--- config.mk ---
export PLATFORM = sky130hd
export DESIGN_NAME = icache_mem_bridge
export DESIGN_NICKNAME = d
export VERILOG_FILES = /design/src/rtl/icache_mem_bridge.sv
export SDC_FILE = /design/constraint.sdc
export NUM_CORES = 1
export LEC_CHECK = 0
export ABC_AREA = 1
export BUFFER_PORTS_ARGS = -buffer_cell sky130_fd_sc_hd__buf_2
export CAP_MARGIN = 5
export CORE_AREA = 2 2 244 186
export CTS_CLUSTER_DIAMETER = 50
export DETAILED_ROUTE_END_ITERATION = 16
export DIE_AREA = 0 0 246 188
export SLEW_MARGIN = 20
export SYNTH_ARGS = -nofsm -noshare
export SYNTH_HDL_FRONTEND = slang
export SYNTH_SLANG_ARGS = --single-unit
--- constraint.sdc ---
create_clock -name clk -period 3.25 [get_ports clk]
set_input_delay 0.325 -clock clk [delete_from_list [all_inputs] [get_ports clk]]
set_output_delay 0.325 -clock clk [all_outputs]
set_load 0.02 [all_outputs]
--- src/rtl/icache_mem_bridge.sv ---
// icache_mem_bridge
// Refill bridge between the instruction cache's word-refill port and the
// native single-word memory bus. Each accepted cache request is answered by
// exactly one cache_req_ready pulse. A one-entry buffer holds a prefetched
// copy of the next word in the same line. Two wrapping counters track bus
// traffic and prefetch hits.
//
// Handshakes:
//   cache side: the cache holds cache_req_valid with a stable address until
//     cache_req_ready pulses for one cycle (rdata valid in that cycle) or it
//     abandons the request by dropping valid. A request is only taken while
//     idle and not in a ready-pulse cycle, because valid is still high there.
//   bus side: mem_valid/mem_addr stay stable from rise until the cycle in
//     which mem_ready is high (mem_rdata valid then). A raised request is
//     never withdrawn except by reset. At most one request is outstanding.
module icache_mem_bridge #(
    parameter int BLOCK_SIZE = 4,
    parameter int NUM_BLOCKS = 4,
    parameter int PREFETCH   = 1
) (
    input  logic                    clk,
    input  logic                    resetn,
    input  logic                    cache_req_valid,
    input  logic [31:0]             cache_req_addr,
    output logic                    cache_req_ready,
    output logic [8*BLOCK_SIZE-1:0] cache_req_rdata,
    output logic                    mem_valid,
    output logic [31:0]             mem_addr,
    output logic                    mem_instr,
    input  logic                    mem_ready,
    input  logic [8*BLOCK_SIZE-1:0] mem_rdata,
    output logic [31:0]             fetch_count,
    output logic [31:0]             pf_hit_count,
    output logic [1:0]              dbg_state_o
);

    localparam int DW    = 8 * BLOCK_SIZE;
    localparam int IDX_W = (NUM_BLOCKS > 1) ? $clog2(NUM_BLOCKS) : 1;
    localparam logic [IDX_W-1:0] LAST_IDX = IDX_W'(NUM_BLOCKS - 1);

    typedef enum logic [1:0] {
        ST_IDLE  = 2'd0,
        ST_FETCH = 2'd1,
        ST_PREF  = 2'd2
    } state_e;

    state_e          state_q, state_d;
    logic            mem_valid_q, mem_valid_d;
    logic [31:0]     mem_addr_q, mem_addr_d;
    logic            ready_q, ready_d;
    logic [DW-1:0]   rdata_q, rdata_d;
    logic            pf_valid_q, pf_valid_d;
    logic [29:0]     pf_addr_q, pf_addr_d;
    logic [DW-1:0]   pf_data_q, pf_data_d;
    logic [29:0]     req_addr_q, req_addr_d;
    logic            abort_q, abort_d;
    logic [31:0]     fetch_cnt_q, fetch_cnt_d;
    logic [31:0]     hit_cnt_q, hit_cnt_d;

    logic            aborted;
    logic            last_word;
    logic            pf_match;
    logic            unused_addr_bits;

    // Byte offset within the word carries no meaning on this bus.
    assign unused_addr_bits = ^cache_req_addr[1:0];

    // The last word of a line never prefetches, so no fetch crosses a line.
    assign last_word = (NUM_BLOCKS == 1) || (req_addr_q[IDX_W-1:0] == LAST_IDX);
    assign pf_match  = pf_valid_q && (pf_addr_q == cache_req_addr[31:2]);
    // A cache that lets valid fall at any point of the demand fetch has given up.
    assign aborted   = abort_q || !cache_req_valid;

    assign cache_req_ready = ready_q;
    assign cache_req_rdata = rdata_q;
    assign mem_valid       = mem_valid_q;
    assign mem_instr       = mem_valid_q;
    assign mem_addr        = mem_addr_q;
    assign fetch_count     = fetch_cnt_q;
    assign pf_hit_count    = hit_cnt_q;
    assign dbg_state_o     = state_q;

    // State register; reset drops everything, including an in-flight mem_valid.
    always_ff @(posedge clk or negedge resetn) begin
        if (!resetn) begin
            state_q     <= ST_IDLE;
            mem_valid_q <= 1'b0;
            mem_addr_q  <= '0;
            ready_q     <= 1'b0;
            rdata_q     <= '0;
            pf_valid_q  <= 1'b0;
            pf_addr_q   <= '0;
            pf_data_q   <= '0;
            req_addr_q  <= '0;
            abort_q     <= 1'b0;
            fetch_cnt_q <= '0;
            hit_cnt_q   <= '0;
        end else begin
            state_q     <= state_d;
            mem_valid_q <= mem_valid_d;
            mem_addr_q  <= mem_addr_d;
            ready_q     <= ready_d;
            rdata_q     <= rdata_d;
            pf_valid_q  <= pf_valid_d;
            pf_addr_q   <= pf_addr_d;
            pf_data_q   <= pf_data_d;
            req_addr_q  <= req_addr_d;
            abort_q     <= abort_d;
            fetch_cnt_q <= fetch_cnt_d;
            hit_cnt_q   <= hit_cnt_d;
        end
    end

    // Next-state and output logic: hit/miss decision, demand fetch, prefetch.
    always_comb begin
        state_d     = state_q;
        mem_valid_d = mem_valid_q;
        mem_addr_d  = mem_addr_q;
        ready_d     = 1'b0;
        rdata_d     = rdata_q;
        pf_valid_d  = pf_valid_q;
        pf_addr_d   = pf_addr_q;
        pf_data_d   = pf_data_q;
        req_addr_d  = req_addr_q;
        abort_d     = abort_q;
        fetch_cnt_d = fetch_cnt_q;
        hit_cnt_d   = hit_cnt_q;

        case (state_q)
            ST_IDLE: begin
                if (cache_req_valid && !ready_q) begin
                    if (pf_match) begin
                        ready_d    = 1'b1;
                        rdata_d    = pf_data_q;
                        pf_valid_d = 1'b0;
                        hit_cnt_d  = hit_cnt_q + 32'd1;
                    end else begin
                        pf_valid_d  = 1'b0;
                        mem_valid_d = 1'b1;
                        mem_addr_d  = {cache_req_addr[31:2], 2'b00};
                        req_addr_d  = cache_req_addr[31:2];
                        state_d     = ST_FETCH;
                    end
                end
            end

            ST_FETCH: begin
                if (mem_ready) begin
                    mem_valid_d = 1'b0;
                    fetch_cnt_d = fetch_cnt_q + 32'd1;
                    abort_d     = 1'b0;
                    if (aborted) begin
                        state_d = ST_IDLE;
                    end else begin
                        ready_d = 1'b1;
                        rdata_d = mem_rdata;
                        if ((PREFETCH != 0) && !last_word) begin
                            mem_valid_d = 1'b1;
                            mem_addr_d  = {req_addr_q + 30'd1, 2'b00};
                            state_d     = ST_PREF;
                        end else begin
                            state_d = ST_IDLE;
                        end
                    end
                end else begin
                    abort_d = aborted;
                end
            end

            ST_PREF: begin
                // Cache requests wait here; they are judged in IDLE afterwards.
                if (mem_ready) begin
                    pf_data_d   = mem_rdata;
                    pf_addr_d   = mem_addr_q[31:2];
                    pf_valid_d  = 1'b1;
                    mem_valid_d = 1'b0;
                    fetch_cnt_d = fetch_cnt_q + 32'd1;
                    state_d     = ST_IDLE;
                end
            end

            default: begin
                state_d = ST_IDLE;
            end
        endcase
    end

endmodule

**Word-level counts from Yosys, hierarchy flattened**

Cells that the tools add are included.

- Equal/unequal tests: 11
- Add/sub/neg operators: 3
- Bitwise logic cells: 1
- Reduce and logical (&&, ||, !) cells: 19
- Muxes and demuxes: 34

Operators by type and width:

| kind | count |
|---|---|
| $mux W32 | 9 |
| $pmux W32 S2 | 2 |
| $add A32 B1 Y32 const B | 2 |
| $add A30 B1 Y30 const B | 1 |
| $eq A30 B30 Y1 | 1 |
| $ne A2 B2 Y1 const B | 7 |
| $mux W1 | 13 |
| $mux W2 | 6 |
| $reduce_and A5 Y1 | 2 |
| $reduce_and A3 Y1 | 3 |
| $pmux W2 S3 | 1 |
| $reduce_and A6 Y1 | 1 |
| $eq A2 B2 Y1 const B | 2 |
| $pmux W1 S2 | 2 |
| $reduce_and A2 Y1 | 2 |
| $reduce_and A4 Y1 | 1 |
| $reduce_bool A2 Y1 | 2 |
| $pmux W1 S3 | 1 |
| $reduce_bool A3 Y1 | 1 |
| $eq A2 B1 Y1 const B | 1 |
| $logic_and A1 B1 Y1 | 2 |
| $logic_not A1 Y1 | 2 |
| $logic_not A2 Y1 | 1 |
| $reduce_or A2 Y1 | 1 |
| other kinds (2) | 2 |

- Word-level logic and storage cells: 80
- Register bits: 226
- Output and inout bits: 133
- Input port bits: 68

**Depth between registers and ports, before layout**

Gate-level depths: netlist of run 1.

- Word-level depth: 5
- Depth in mapped cells: 14

**Worst setup path before layout of run 1**

OpenSTA, ideal clock, no wires.

- Kind: register to register
- From: register state_q[0], in the netlist dbg_state_o[0]
- To: register fetch_cnt_q[26], in the netlist fetch_count[26]
- Slack: 1.253 ns
- Stages on the path, launching flop included: 12
- Buffers on the path: 0
- Setup time: 0.121 ns
- Data arrival time: 1.876 ns
- Cells stage by stage: dfrtp_1 > inv_1 > ha_1 > nand2_2 > nor2_2 > nand2_1 > nor2_2 > nand2_1 > nor3_2 > nand2_1 > o21ai_1 > nand2_1

- Cells in the longest elaborated chain, start to end: 3
- Elaborated cells on any way between the ends: 4
- Those cells by class: eq/ne (2); reduce/logical (2)

Ends and longest elaborated chain:

| item | RTL line | text |
|---|---|---|
| start, declared | 47 | `state_e state_q, state_d;` |
| start signal, assigned | 99 | `state_q <= state_d;` |
| $eq A2 B2 Y1 or $eq A2 B1 Y1 (tied branches) | 129 | `case (state_q)` |
| $reduce_or A2 Y1 (no source line) * | - |  |
| $reduce_and A2 Y1 (no source line) * | - |  |
| end signal, assigned | 109 | `fetch_cnt_q <= fetch_cnt_d;` |
| end, declared | 57 | `logic [31:0] fetch_cnt_q, fetch_cnt_d;` |

Mark *: on every way between the ends. The rest lies on a longest branch, timed or not.
A chain may end at the register's enable or synchronous reset.

**Worst setup path after layout of run 1**

- From: register state_q[1], in the netlist dbg_state_o[1]
- To: register mem_addr_q[2], in the netlist mem_addr[2]

- Cells in the longest elaborated chain, start to end: 3
- Elaborated cells on any way between the ends: 10
- Those cells by class: eq/ne (6); mux (1); reduce/logical (3)

Ends and longest elaborated chain:

| item | RTL line | text |
|---|---|---|
| $eq A2 B1 Y1 or $logic_not A2 Y1 (tied branches) | 129 |  |
| $ne A2 B2 Y1 (no source line) or $reduce_bool A2 Y1 (tied branches) | - |  |
| $reduce_and A6 Y1 (no source line) | - |  |
| end signal, assigned | 101 | `mem_addr_q <= mem_addr_d;` |
| end, declared | 49 | `logic [31:0] mem_addr_q, mem_addr_d;` |

Several ways; a longest one is shown, not always the timed one.

==> results of run 1 <==
[worst min-delay path: stages]
cell,delay [ps]
buf_2,90
nor2_1,40
a21oi_1,100
[per-layer routing]
layer / GRT usage (%) / up-vias / wire (um)
met1: 26.7 / 5798 / 20000
li1: - / 5992 / -
met3: 4.44 / 70 / 3270
met5: 0 / - / 20
met4: 5.34 / 4 / 974
met2: 25.9 / 399 / 17400
[cells in the final DEF, fill, tap and decap left out, drive strengths merged, types with 2 or more instances in the layout]
cell type / count
a21oi: 56
and3: 2
buf: 223
bufinv: 3
clkbuf: 45
clkinv: 7
clkinvlp: 4
conb: 2
dfrtp: 224
ha: 6
inv: 166
mux2: 2
nand2: 650
nand3: 133
nand3b: 12
nand4: 59
nor2: 203
nor3: 32
nor3b: 2
nor4: 2
o21ai: 64
o21bai: 2
o22ai: 4
or2: 2
xnor2: 33
xor2: 39
[registers in the layout (all words and copies together) (netlist names)]
signal and flops:
req_addr_q 30, pf_addr_q 30, dbg_state_o 2, mem_instr 1, pf_hit_count 32, cache_req_ready 1, mem_addr 30, abort_q 1
pf_data_q 32, pf_valid_q 1, fetch_count 32, cache_req_rdata 32
[logic make-up after synthesis]
| family | count (synthesis) | synth area share, % |
|---|---|---|
| XOR/XNOR | 72 | 5.02 |
| other | 1 | 0.0298 |
| AO/OA/AOI/OAI | 132 | 5.56 |
| AND/OR/NAND/NOR | 1098 | 36.5 |
| multiplexers | 2 | 0.179 |
| buffers and inverters | 233 | 7.48 |
| adder cells (fa/ha/maj) | 6 | 0.597 |
| flip-flops | 224 | 44.6 |
[stage by stage]
step / setup WS [ps] / util (%)
after floorplan: 1250 / -
after global placement: 656 / 32.3
after detailed placement: 604 / 32.3
after CTS: 574 / 35.1
after global routing: 422 / 35.1
final: 611 / 35.1
[timing repair]
item                                    in CTS  in global routing
hold endpoints to repair                    76                  0
hold buffers                                 1                  0
endpoints found under the setup margin       0                  0
[worst min-delay path by stage]
| stage | cells past startpoint | from | to |
|---|---|---|---|
| floorplan | 0 | resetn | abort_q |
| global placement | 1 | resetn | cache_req_rdata[30] |
| detailed placement | 1 | resetn | cache_req_rdata[29] |
| CTS | 3 | mem_rdata[21] | pf_data_q[21] |
| global route | 3 | mem_rdata[5] | pf_data_q[5] |
| finish | 3 | mem_rdata[10] | pf_data_q[10] |
[report_power, final]
part	switching, mW	total, mW	internal [mW]
Sequential	0.730	4.52	3.79
Combinational	4.00	5.78	1.79
Clock	1.45	3.94	2.49
[area by class of cell]
class | instances | area (um2)
fill | 4672 | 28500
multi-input combinational | 1312 | 6040
sequential | 224 | 5610
timing repair buffer | 224 | 1240
clock buffer | 45 | 1030
tap | 586 | 733
inverter | 162 | 608
clock inverter | 18 | 209
antenna | 1 | 2.50
[cells in the mapped netlist]
cell type / instances / area share [%]
nor2_2: 5 / 0.25
xor2_1: 39 / 2.7
a31oi_1: 1 / 0.050
nor2_1: 198 / 5.9
o22ai_1: 4 / 0.20
buf_2: 13 / 0.52
nand3_1: 133 / 5.3
nand3b_1: 12 / 0.72
clkbuf_1: 47 / 1.4
dfrtp_1: 224 / 45
nand4_1: 58 / 2.9
nand2_2: 4 / 0.20
and2_1: 1 / 0.050
nor3b_1: 2 / 0.12
o21ai_0: 63 / 2.5
or2_2: 2 / 0.10
o21ai_1: 1 / 0.040
a21oi_1: 56 / 2.2
nor4_1: 2 / 0.10
buf_1: 1 / 0.030
nor3_2: 1 / 0.080
inv_1: 161 / 4.8
o21a_1: 1 / 0.060
nand2_1: 646 / 19
clkinv_1: 1 / 0.030
buf_6: 3 / 0.27
nor3_4: 1 / 0.13
nor3_1: 30 / 1.2
mux2_2: 2 / 0.18
ha_1: 6 / 0.60
xnor2_1: 33 / 2.3
nand4_2: 1 / 0.10
o21bai_1: 2 / 0.12
a21boi_0: 1 / 0.060
buf_4: 7 / 0.42
conb_1: 1 / 0.030
and3_1: 2 / 0.10
a31o_2: 1 / 0.070
a211oi_4: 1 / 0.16
o31ai_1: 1 / 0.060
==> impl_metrics.csv, run 1 <==
group,metric,value,unit
floorplan,die_area,46200,um2
synthesis,synth_seq_cells,224,
clock_tree,cts_setup_buffers,0,
synthesis,seq_area_frac_synth,44.6,%
detailed_routing,antenna_left,0,
clock_tree,tritoncts,"done",
setup_path,crit_start,"dbg_state_o[1]",
detailed_routing,drtPass1Iterations,7,
floorplan,ioPinCount,201,
status,outcome,"finished, final reports clean",
pwr,vdd_drop_max,0.000375,V
setup_path,cp_num_buf_inv,5,
grt,grt_max_degree,83,
floorplan,die_w,246,um
clock_tree,post_cts_resized,0,
timing,fin_crit_sh,81.2,%
setup_path,crit_path_max_incr_delay,470,ps
placed_design,io_buffers,196,
setup_path,crit_chain,"inv_1 > ha_2 > inv_1 > buf_4 > nand2_1 > a211oi_4 > o21a_1 > buf_4 > nand2_1 > buf_4 > nand2_1 > nand2_1",
setup_path,reg2reg_from,"dbg_state_o[1]",
worst_hold_path,min-delay-path-class,"primary input to flop",
clock_tree,cts-root-buf,"clkbuf_16",
placed_design,hpwlAfterDp,30500,um
setup_path,crit_type,"flop to flop",
cells_and_area,drive_gt1_share,15.5,%
setup_path,slowest_stage,"a211oi_4",
grt,grt_pass1_vias,11500,
timing,tns,0,ps
clock_tree,clockBufferDepth,3,
placed_design,place_inst,2507,
timing,setup_viol,0,
detailed_routing,post_drt_wl_per_cell,16.2,um
setup_path,cp_top_family,"buffers and inverters",
detailed_routing,via_per_inst,4.77,
floorplan,rows,67,
floorplan,initial_utilization,28.6,%
clock_tree,cts_max_level,2,
placed_design,gp_congestion,0.962,
grt,antenna_found_initial,3,
cells_and_area,final_cell_area,15500,um2
synthesis,ys_warn_count,0,
cells_and_area,nNetsFinal,2033,
timing,rsz0062_at_grt,"false",
clock_tree,clock_latency,530,ps
grt,gr-total-overflow,0,
cells_and_area,finalNonFillerCells,2572,
timing,finalHoldViolations,0,
synthesis,syn_inst,1768,
pwr,p_per_area,921,nW/um2
grt,track_usage,18.1,%
setup_path,start_kind,"flop",
detailed_routing,dr.first_iter.drc_count,903,
setup_path,worstPathArrival,3030,ps
timing,period_minus_slack,2640,ps
synthesis,mappedNetlistArea,12600,um2
setup_path,worstReg2RegEnd,"mem_addr[2]",
timing,clock_skew,25.1,ps
setup_path,crit_cells,12,
flow_run,drv_cap,0,
setup_path,r2r_cells,12,
clock_tree,clk_pin_slew,60,ps
detailed_routing,vias,12300,
clock_tree,clock-sinks,224,
pwr,power.leakage,8.13,nW
timing,fmax,379,MHz
detailed_routing,drc,0,
timing,tightestPinTransition,763,ps
timing,holdWs,67.7,ps
floorplan,core_area,44000,um2
synthesis,synthDistinctLibCells,40,
setup_path,cpMostUsedCell,"nand2_1",
setup_path,critPathRequiredTime,3640,ps
pwr,total_power,14.2,mW
timing,slew_viol_final,0,
floorplan,die_h,188,um
timing,relSlewSlack,48.9,%
setup_path,r2r_slack,610,ps
clock_tree,cts_buffers,35,
setup_path,endpoint,"mem_addr[2]",
setup_path,endpoint_kind,"flop",
setup_path,crit_fanout,18,
synthesis,synth.avg_cell_area,7.11,um2
detailed_routing,wl,41700,um
placed_design,place_area,14200,um2
grt,grt_pass1_wl,65900,um
cells_and_area,area_delta_synth_final,23.1,%
(Power assumes the default switching activity.)
==> run 2: changes to the inputs <==
Clock period 3.25 ns to 2.6 ns, I/O delays scaled along.
==> run 2 against run 1 <==
Against the previous run:
- first-iteration DRC count grew 24%
- routed wire length rose by 0.97%
- register-to-register slack got worse by 310 ps
- sequential share of layout area shrank 0.28 points
- via count down 0.61%
- clock skew down 0.52 ps
- combinational power up 26%
- cell count is 0.70% higher
- utilization grew 0.27 points
- sequential power increased by 25%
- highest routed layer unchanged
==> impl_metrics.csv, run 2 (same netlist as run 1, synthesis figures left out) <==
group,metric,value,unit
timing,slew_viol_final,0,
timing,tightestPinTransition,722,ps
setup_path,crit_type,"flop to flop",
timing,tns,0,ps
setup_path,critPathRequiredTime,3040,ps
setup_path,start_kind,"flop",
grt,grt_pass1_vias,11600,
detailed_routing,vias,12200,
timing,fmax,435,MHz
timing,finalHoldViolations,0,
grt,gr-total-overflow,0,
setup_path,worstPathArrival,2740,ps
floorplan,core_area,44000,um2
floorplan,die_w,246,um
clock_tree,cts_max_level,2,
floorplan,die_area,46200,um2
placed_design,place_area,14300,um2
setup_path,endpoint_kind,"flop",
cells_and_area,final_core_util,35.4,%
grt,grt_max_degree,83,
clock_tree,clock_latency,530,ps
timing,clock_skew,24.6,ps
setup_path,crit_fanout,6,
worst_hold_path,min-delay-path-class,"primary input to flop",
grt,antenna_found_initial,4,
pwr,power.leakage,8.19,nW
cells_and_area,fillers,4649,
pwr,p_per_area,1140,nW/um2
clock_tree,clk_pin_slew,60,ps
clock_tree,clockBufferDepth,3,
pwr,total_power,17.8,mW
cells_and_area,drive_gt1_share,15.6,%
clock_tree,tritoncts,"done",
detailed_routing,via_per_inst,4.71,
timing,fin_crit_sh,88.3,%
cells_and_area,area_delta_synth_final,24.0,%
worst_hold_path,hold_depth,3,
grt,grt_pass1_wl,66900,um
detailed_routing,dr.first_iter.drc_count,1117,
timing,setup_viol,0,
detailed_routing,antenna_left,0,
floorplan,rows,67,
timing,fin_ws,303,ps
cells_and_area,layout_commonest_cell,"nand2_1",
clock_tree,cts_buffers,35,
clock_tree,cts-root-buf,"clkbuf_16",
placed_design,place_inst,2516,
floorplan,die_h,188,um
placed_design,gp_congestion,0.954,
cells_and_area,final_cell_area,15600,um2
detailed_routing,drc,0,
timing,holdWs,26.5,ps
floorplan,initial_utilization,28.6,%
status,outcome,"finished, final reports clean",
floorplan,ioPinCount,201,
clock_tree,post_cts_resized,0,
clock_tree,clock-sinks,224,
timing,rsz0062_at_grt,"false",
detailed_routing,post_drt_wl_per_cell,16.3,um
grt,track_usage,18.4,%
flow_run,drv_cap,0,
cells_and_area,final_cell_mix,"645 x nand2_1, 224 x dfrtp_1, 197 x nor2_1",
detailed_routing,drtPass1Iterations,7,
pwr,vdd_drop_max,0.000763,V
detailed_routing,wl,42100,um
cells_and_area,nNetsFinal,2053,
timing,period_minus_slack,2300,ps
placed_design,io_buffers,196,
setup_path,r2r_cells,9,
placed_design,hpwlAfterDp,31000,um
placed_design,place_ws,336,ps
timing,relSlewSlack,51.9,%
cells_and_area,finalNonFillerCells,2590,
## run 2: cell count changes in the layout (fill, tap and decap cells not counted)
cell,delta
bufinv_16,-1
dlygate4sd3_1,+11
inv_8,+1
clkbuf_8,-2
clkinvlp_4,-2
clkinv_2,-1
buf_4,+9
clkinv_8,-1
clkbuf_1,+2
inv_6,+2
## run 2: repair_timing
| action | in CTS | in global routing |
|---|---|---|
| setup endpoints to repair | 0 | 0 |
| hold buffers | 12 | 0 |
| endpoints found under the hold margin | 87 | 0 |
| buffers inserted | 0 | 0 |
## run 2: per-layer routing
metal	track usage, %	vias up	wire, um
met5	0	-	37
met3	3.79	70	3270
met2	26.8	388	17300
met1	27.5	5697	20700
li1	-	6027	-
met4	4.43	6	816
## run 2: worst paths after layout
check | startpoint | end | slack (ps)
setup / recovery | dbg_state_o[0] | fetch_count[23] | 300
hold / removal | mem_rdata[5] | pf_data_q[5] | 30
setup reg to reg | dbg_state_o[0] | fetch_count[23] | 300
hold reg to reg | cache_req_rdata[30] | cache_req_rdata[30] | 470
max in group asynchronous | resetn | mem_addr[12] | 1470
min in group asynchronous | resetn | cache_req_rdata[26] | 370
## run 2: cell type report
type / count / area, um2 / share of cell area [%]
Timing Repair Buffer: 244 / 1420 / 9.10
Inverter: 162 / 608 / 3.90
Antenna cell: 1 / 2.50 / 0.0161
Sequential cell: 224 / 5610 / 36.0
Tap cell: 586 / 733 / 4.70
Multi-Input combinational cell: 1312 / 6040 / 38.8
Clock buffer: 45 / 1010 / 6.45
Clock inverter: 16 / 171 / 1.10
## run 2: critical path, cell delays in order, from the launching register on
cell     delay, ps
dfrtp_1        400
inv_1           90
ha_2           360
nand2_2        130
nor3_4         270
nand2_1        140
nor2_1         240
nand4_1        220
nor2_1         200
xor2_1         170
## run 2: power by group
part	switching (mW)	total, mW	internal [mW]	leakage, nW
Combinational	5.00	7.29	2.30	4.86
Clock	1.82	4.79	2.96	0.578
Sequential	0.939	5.67	4.74	2.75
==> run 3: changes to the inputs <==
Settings changed: GPL_TIMING_DRIVEN from default to 0.
==> run 3 against run 2 <==
Against the previous run:
- via count is 5.7% higher
- first-iteration DRC count rose by 12%
- cell area is 2.7% higher
- clock power decreased by 7.3%
- cell count is 2.9% higher
- largest power group unchanged
==> impl_metrics.csv, run 3 (same netlist as run 1, synthesis figures left out) <==
group,metric,value,unit
floorplan,initial_utilization,28.6,%
placed_design,place_ws,-181,ps
worst_hold_path,min_to,"req_addr_q[17]",
timing,relSlewSlack,44.7,%
clock_tree,tritoncts,"done",
cells_and_area,finalNonFillerCells,2666,
detailed_routing,drc,0,
clock_tree,clock_latency,570,ps
setup_path,reg2reg_from,"dbg_state_o[1]",
floorplan,rows,67,
timing,period_minus_slack,2400,ps
setup_path,r2r_slack,200,ps
cells_and_area,final_core_util,36.4,%
clock_tree,cts_max_level,1,
timing,slew_viol_final,0,
cells_and_area,layout_commonest_cell,"nand2_1",
grt,grt_pass1_wl,70700,um
grt,grt_pass1_vias,12200,
timing,fin_crit_sh,92.3,%
detailed_routing,antenna_left,0,
floorplan,die_h,188,um
pwr,p_per_area,1120,nW/um2
detailed_routing,wl_met2,19000,um
pwr,power.leakage,8.34,nW
detailed_routing,wl,45900,um
detailed_routing,route.met3.wl,3690,um
cells_and_area,nNetsFinal,2131,
cells_and_area,final_cell_mix,"646 x nand2_1, 224 x dfrtp_1, 208 x buf_2",
detailed_routing,highest-signal-layer,"met4",
setup_path,worstReg2RegEnd,"mem_addr[19]",
worst_hold_path,hold_depth,3,
pwr,vdd_drop_max,0.000538,V
timing,finalHoldViolations,0,
setup_path,crit_type,"flop to flop",
clock_tree,clock-sinks,224,
placed_design,io_buffers,196,
placed_design,gp_congestion,0.974,
detailed_routing,via_per_inst,4.83,
setup_path,endpoint_kind,"flop",
placed_design,hpwlAfterDp,35400,um
floorplan,die_w,246,um
clock_tree,cts_buffers,30,
setup_path,crit_fanout,10,
grt,track_usage,19.7,%
timing,clock_skew,8.39,ps
clock_tree,clockBufferDepth,3,
grt,gr-total-overflow,0,
setup_path,start_kind,"flop",
timing,tightestPinTransition,829,ps
placed_design,place_inst,2553,
grt,grt_max_degree,92,
detailed_routing,post_drt_wl_per_cell,17.2,um
flow_run,drv_cap,0,
grt,antenna_found_initial,1,
cells_and_area,area_delta_synth_final,27.4,%
status,outcome,"finished, final reports clean",
cells_and_area,fillers,4637,
worst_hold_path,min-delay-path-class,"primary input to flop",
setup_path,worstPathArrival,2910,ps
cells_and_area,seq_area,5610,um2
timing,holdWs,14.5,ps
timing,fmax,417,MHz
floorplan,die_area,46200,um2
timing,setup_viol,0,
setup_path,critPathRequiredTime,3110,ps
detailed_routing,vias,12900,
timing,fin_ws,201,ps
cells_and_area,drive_gt1_share,14.3,%
timing,rsz0062_at_grt,"false",
floorplan,core_area,44000,um2
clock_tree,cts-root-buf,"clkbuf_16",
worst_hold_path,hp-start,"cache_req_addr[19]",
detailed_routing,drtPass1Iterations,7,
detailed_routing,dr.first_iter.drc_count,1246,
clock_tree,clk_pin_slew,60,ps
cells_and_area,multi_input_area,6030,um2
setup_path,r2r_cells,9,
floorplan,ioPinCount,201,
detailed_routing,wl_met1,22000,um
-- run 3: power by group --
group	total, mW	switching (mW)	internal, mW
Sequential	5.70	0.967	4.73
Clock	4.44	1.67	2.77
Combinational	7.74	5.34	2.40
Total	17.9	7.97	9.91
-- run 3: how the worst max path moves through the flow --
stage                         startpoint                to  slack [ps]  cells after the start
final                     dbg_state_o[1]      mem_addr[19]         200                      9
after global routing      dbg_state_o[0]     pf_data_q[26]          10                      7
after CTS                 dbg_state_o[0]       mem_addr[4]          80                      8
after detailed placement  dbg_state_o[0]      pf_data_q[5]        -180                      6
after global placement            resetn  pf_hit_count[10]       -2970                      1
after floorplan           dbg_state_o[0]   fetch_count[26]         600                     11
-- run 3: area by class of cell --
type	instances	area share, %
tap	586	4.58
sequential	224	35.0
inverter	162	3.80
buffer	71	2.10
antenna	1	0.0156
clock buffer	36	4.96
timing repair buffer	256	10.1
multi-input combinational	1312	37.7
clock inverter	18	1.73
-- run 3: critical path, cell delays in order, from the launching register on --
cell,delay (ps)
dfrtp_1,410
inv_1,80
ha_1,210
inv_1,150
clkbuf_1,470
clkbuf_1,570
nand2_1,100
nand2_1,90
nand3_1,120
nand2_1,110
-- run 3: per-stage QoR --
stage / power [mW] / setup TNS [ps] / cell area (um2)
after global routing: 19.2 / 0 / 16000
after detailed placement: 13.3 / -1980 / 14300
final: 17.9 / 0 / 16000
after floorplan: 10.5 / 0 / 12600
after global placement: 13.1 / -658900 / 14300
after CTS: 17.9 / 0 / 16000
-- run 3: layer usage --
layer  vias to the layer above  track usage [%]
met5                         -                0
met2                       486             28.2
li1                       6190                -
met1                      6139             29.7
met4                         0             5.29
met3                        69             3.92
-- run 3: timing repair --
action,4_1_cts,5_1_grt
buffers inserted,0,4
hold endpoints to repair,121,0
hold buffers,54,0
pin swaps,0,1
gates resized for setup,2,4
setup endpoints to repair,29,60
